--- src/rtl/rc_osc_freq_monitor.sv ---
`default_nettype none
// +--------------------------------------------------------------------------+
// | rc_osc_freq_monitor: enables the RC oscillator and counts its edges over  |
// | a fixed gate window, then reports the count and range/dead flags.         |
// | Revision: 1.0                                                            |
// +--------------------------------------------------------------------------+
module rc_osc_freq_monitor #(
  parameter int GATE_CYCLES    = 1000,
  parameter int STARTUP_CYCLES = 256,
  parameter int CNT_W          = 16,
  parameter int SYNC_STAGES    = 2
) (
  input  logic             clk,
  input  logic             resetn,
  input  logic             start,
  input  logic             stop,
  input  logic             cont,
  input  logic             osc_in,
  output logic             osc_ena,
  input  logic [CNT_W-1:0] min_count,
  input  logic [CNT_W-1:0] max_count,
  output logic [CNT_W-1:0] count,
  output logic             done,
  output logic             busy,
  output logic             in_range,
  output logic             dead
);

  localparam int c_TMR_MAX = (GATE_CYCLES > STARTUP_CYCLES) ? GATE_CYCLES : STARTUP_CYCLES;
  localparam int c_TMR_W   = (c_TMR_MAX > 2) ? $clog2(c_TMR_MAX) : 1;
  localparam logic [c_TMR_W-1:0] c_GATE_LOAD  = c_TMR_W'(GATE_CYCLES - 1);
  localparam logic [c_TMR_W-1:0] c_START_LOAD = c_TMR_W'(STARTUP_CYCLES - 1);

  typedef enum logic [1:0] {
    S_IDLE    = 2'd0,
    S_STARTUP = 2'd1,
    S_MEASURE = 2'd2,
    S_REPORT  = 2'd3
  } state_t;

  state_t                 r_state, w_state_nxt;
  logic [c_TMR_W-1:0]     r_tmr, w_tmr_nxt;
  logic [CNT_W-1:0]       r_cnt, w_cnt_nxt;
  logic [CNT_W-1:0]       r_count;
  logic                   r_in_range, r_dead;
  logic [SYNC_STAGES-1:0] r_sync;
  logic                   r_prev;
  logic                   w_rise, w_report, w_fin_in_range, w_fin_dead;

  always_ff @(posedge clk or negedge resetn) begin
    if (!resetn) begin
      r_sync <= '0;
      r_prev <= 1'b0;
    end else begin
      r_sync <= {r_sync[SYNC_STAGES-2:0], osc_in};
      r_prev <= r_sync[SYNC_STAGES-1];
    end
  end

  assign w_rise = r_sync[SYNC_STAGES-1] & ~r_prev;

  always_ff @(posedge clk or negedge resetn) begin
    if (!resetn) begin
      r_state <= S_IDLE;
      r_tmr   <= '0;
      r_cnt   <= '0;
    end else begin
      r_state <= w_state_nxt;
      r_tmr   <= w_tmr_nxt;
      r_cnt   <= w_cnt_nxt;
    end
  end

  always_comb begin
    w_state_nxt = r_state;
    w_tmr_nxt   = r_tmr;
    w_cnt_nxt   = r_cnt;
    w_report    = 1'b0;
    case (r_state)
      S_IDLE: begin
        if (start && !stop) begin
          w_state_nxt = S_STARTUP;
          w_tmr_nxt   = c_START_LOAD;
        end
      end
      S_STARTUP: begin
        if (stop) begin
          w_state_nxt = S_IDLE;
        end else if (r_tmr == '0) begin
          w_state_nxt = S_MEASURE;
          w_tmr_nxt   = c_GATE_LOAD;
          w_cnt_nxt   = '0;
        end else begin
          w_tmr_nxt = r_tmr - c_TMR_W'(1);
        end
      end
      S_MEASURE: begin
        if (stop) begin
          w_state_nxt = S_IDLE;
        end else begin
          if (w_rise && (r_cnt != '1)) begin
            w_cnt_nxt = r_cnt + CNT_W'(1);
          end
          if (r_tmr == '0) begin
            w_state_nxt = S_REPORT;
          end else begin
            w_tmr_nxt = r_tmr - c_TMR_W'(1);
          end
        end
      end
      S_REPORT: begin
        if (stop) begin
          w_state_nxt = S_IDLE;
        end else begin
          w_report = 1'b1;
          if (cont) begin
            w_state_nxt = S_MEASURE;
            w_tmr_nxt   = c_GATE_LOAD;
            w_cnt_nxt   = '0;
          end else begin
            w_state_nxt = S_IDLE;
          end
        end
      end
      default: w_state_nxt = S_IDLE;
    endcase
  end

  assign w_fin_in_range = (r_cnt >= min_count) && (r_cnt <= max_count);
  assign w_fin_dead     = (r_cnt == '0);

  always_ff @(posedge clk or negedge resetn) begin
    if (!resetn) begin
      r_count    <= '0;
      r_in_range <= 1'b0;
      r_dead     <= 1'b0;
    end else if (w_report) begin
      r_count    <= r_cnt;
      r_in_range <= w_fin_in_range;
      r_dead     <= w_fin_dead;
    end
  end

  // Results bypass the hold registers during REPORT so they appear with done,
  // while a coincident stop can still leave the previous results untouched.
  assign count    = w_report ? r_cnt          : r_count;
  assign in_range = w_report ? w_fin_in_range : r_in_range;
  assign dead     = w_report ? w_fin_dead     : r_dead;
  assign done     = w_report;
  assign busy     = (r_state != S_IDLE);
  assign osc_ena  = (r_state != S_IDLE);

endmodule
`default_nettype wire
--- config.mk ---
export PLATFORM = sky130hd
export DESIGN_NAME = rc_osc_freq_monitor
export DESIGN_NICKNAME = d
export VERILOG_FILES = /design/src/rtl/rc_osc_freq_monitor.sv
export SDC_FILE = /design/constraint.sdc
export NUM_CORES = 1
export LEC_CHECK = 0
export ABC_AREA = 1
export CAP_MARGIN = 10
export CORE_UTILIZATION = 30
export CTS_CLUSTER_SIZE = 14
export DETAILED_ROUTE_END_ITERATION = 8
export RECOVER_POWER = 100
export SLEW_MARGIN = 20
export SYNTH_ARGS = -nofsm -noshare
export SYNTH_HDL_FRONTEND = slang
export SYNTH_SLANG_ARGS = --single-unit
--- constraint.sdc ---
create_clock -name clk -period 2.1 [get_ports clk]
set_clock_uncertainty 0.05 [all_clocks]
set_input_delay 0.42 -clock clk [delete_from_list [all_inputs] [get_ports clk]]
set_output_delay 0.42 -clock clk [all_outputs]
set_load 0.05 [all_outputs]
==> impl_results.md <==
* Status: finished with violations
* Failing checks: negative setup slack
* Worst Path Required at 1.63 ns
* Nets at 655
* Port Buffers at 58
* R2r worst-path depth at 11
* Core Util, Final at 49.2%
* Initial drt markers at 188
* Slowest Stage Delay on Critical Path at 0.47 ns
* Crit-path cells: clkdlybuf4s50_1 -> inv_1 -> ha_4 -> nand3_4 -> nor2_4 -> nand3_2 -> nand3_2 -> nand3_2 -> nand2_4 -> buf_12
* Crit path buf inv count at 3
* Layout area overhead at 56.4%
* Clock latency on the worst-skew pair at 0.28 ns
* Routed WL at 9.58 mm
* Post-synth EDFFs at 0
* First-pass GRT wire length at 15.8 mm
* Pre-CTS WS at -0.526 ns
* Commonest non-fill, non-tap cell in the layout: nand2_1
* Share of cells above drive strength 1 at 34.0%
* Worst-margin pin slew at 1.22 ns
* HPWL Detailed at 6.85 mm
* Hold Crit Depth at 0
* Largest net degree at the start of global routing at 50
* F_max at 0.422 GHz
* Avg Cell Area, Syn at 7.29 um2
* GRT Total Usage at 16.8%
* Maximum net fanout on the critical path at 2
* Hold WC Path Type: flip-flop to flip-flop
* Seq/Total Area, Yosys at 35.4%
* Power Dens Cells at 849 mW/mm2
* Max-slew violations at 0
* Crit path top cell by count: nand3_2
* R2r startpoint: r_cnt[1]$_DFFE_PN0P_
* Die W at 110 um
* Synth top area share at 35.4%
* Worst Hold End: r_sync[1]$_DFF_PN0_
* Cell count after synthesis at 476
* Crit path arrival time at 1.90 ns
* Routed vias at 3,413
* Netlist cell types at 33
* Clock buffer count from CTS at 5
* Row count at 38
* Max Cap Viol at 0
* Setup violators final at 7
* Slack of the critical path at -0.270 ns
* Critical path's top delay family: buffers and inverters
* Seq cells post-synth at 49
* Mapped Area at 0.00347 mm2
* Async S/R FF share, synth at 100%
* Critical path type: primary input to primary output
* Post-route total power at 4.61 mW
* Synth Warn # at 0
* CTS tree: yes
* Routed wire per std cell at 13.3 um
* Reg2reg setup slack at 0.12 ns
* Leakage power at 2.58 nW
* Clock root buffer: clkbuf_16
* DRC viols at 0
* Die footprint at 0.0120 mm2
* Ys flop type: dfrtp_1
* RSZ-0062 raised after global routing: true
* CP endpoint kind: primary output
* Clk slew on worst S/H paths at 0.06 ns
* Most frequent cells in the layout: nand2_1 (130), inv_1 (47), buf_4 (41), dfrtp_1 (41), nor2_1 (38)
* Ranking of synthesized cells by area: dfrtp_1 (35%), nand2_1 (15%), ha_1 (13%), inv_1 (7.6%), o21ai_0 (4.8%)
* Fin crit share at 113%
* Htree depth at 2
* Syn Nets at 550
* Diodes inserted at 0
* Yosys top cell by area: dfrtp_1
* Slew margin rel. at 18.9%
* Vias per inst at 4.73
* Hold buffer count at cts at 0
* Antenna-violating nets left at 0
* GRT overflow at 0
* Vias in the first global route at 3,361
* Drt pass-1 iters at 5
* Initial core utilization at 31.4%
* Min cycle time layout at 2.37 ns
* Slowest CP cell: clkdlybuf4s50_1
* Die Span Y at 110 um
* FF-to-FF End: r_cnt[15]$_DFFE_PN0P_
* Clk buf depth at 2
* Final hold vios at 0
* Count of clock tree sinks at 49
* CORE AREA at 0.0110 mm2
* Routability cong. at 0.897
* CP Launch Type: primary input
* Initial antenna violation count at 0
* Ports at 59
* Hold Startpoint: r_sync[0]$_DFF_PN0_
* Worst-case vdd ir drop at 862 uV
## worst register-to-register path, stage by stage, from the launching register on
cell,delay (ns)
dfrtp_2,0.41
buf_4,0.13
buf_4,0.10
ha_2,0.20
nand3_1,0.11
inv_1,0.10
nand2_1,0.09
o21ai_1,0.18
nand2_2,0.09
nand2_1,0.21
buf_4,0.16
o21ai_2,0.04
## cell type report
| class | count | area (um2) |
|---|---|---|
| fillers | 1070 | 5610 |
| multi-input cells | 346 | 2450 |
| flip-flops and latches | 49 | 1240 |
| repair buffers | 104 | 1110 |
| inverters | 75 | 282 |
| well taps | 140 | 175 |
| clock buffers | 6 | 139 |
| clock inverters | 2 | 37.5 |
## flip-flops by register name (all words and copies together), names as in the netlist
signal and cells:
r_tmr 10, r_count 16, r_cnt 16, r_dead 1
r_prev 1, r_state 2, r_in_range 1, r_sync 2
## where the power goes
part / total [mW] / internal, mW / switching, mW / leakage [nW]
clock network: 0.943 / 0.595 / 0.348 / 0.0831
registers: 1.24 / 1.14 / 0.104 / 0.621
logic: 2.42 / 1.02 / 1.40 / 1.88
## per-stage QoR
step                      TNS [ns]  cell area [um2]  hold slack, ns  std cells
after floorplan             -0.506             3630          0.0744        476
after global placement       -3.15             4820           0.293        703
after detailed placement     -3.53             4820           0.285        703
after CTS                   -0.477             5350          0.0792        714
after global routing         -2.17             5420           0.318        722
final                        -1.46             5420           0.304        722
## what timing repair did
item / CTS / global route
setup buffers: 3 / 7
gates cloned: 0 / 1
pin swaps: 60 / 18
setup endpoints to repair: 18 / 30
gates resized for setup: 101 / 33
## cell families after synthesis
kind of cell / count (synthesis) / share of synthesized area (%)
AOI/OAI and AO/OA: 60 / 10.2
buffers and inverters: 82 / 9.81
and+or+nand+nor: 238 / 28.9
DFF: 49 / 35.4
xor gates and xnor gates: 11 / 2.78
adders and majority gates: 36 / 13.0
## metal layers
| layer | routed length [um] | up-vias | global-route usage (%) |
|---|---|---|---|
| met5 | 0 | - | 0 |
| met2 | 4620 | 90 | 28.1 |
| met1 | 4350 | 1590 | 22.1 |
| met4 | 204 | 0 | 5.24 |
| li1 | - | 1715 | - |
| met3 | 409 | 18 | 2.49 |
## cells in the mapped netlist (all sizes together), types with 3 or more instances
cell type  instances
nor2              45
xor2              11
o21ai             42
buf                4
dfrtp             49
clkbuf             3
ha                36
nand2            146
nor4               3
inv               75
nand3             26
nor3              13
a21oi             13
## how the worst max path moves through the flow
stage	startpoint	endpoint	slack, ns	depth (start not counted)
CTS	r_cnt[11]$_DFFE_PN0P_	in_range	-0.31	8
global route	r_cnt[11]$_DFFE_PN0P_	in_range	-0.37	10
detailed placement	min_count[13]	in_range	-0.53	12
global placement	max_count[15]	in_range	-0.51	10
floorplan	r_state[0]$_DFFE_PN0P_	count[12]	-0.15	5
finish	min_count[8]	in_range	-0.27	10
(Power assumes the default switching activity.)
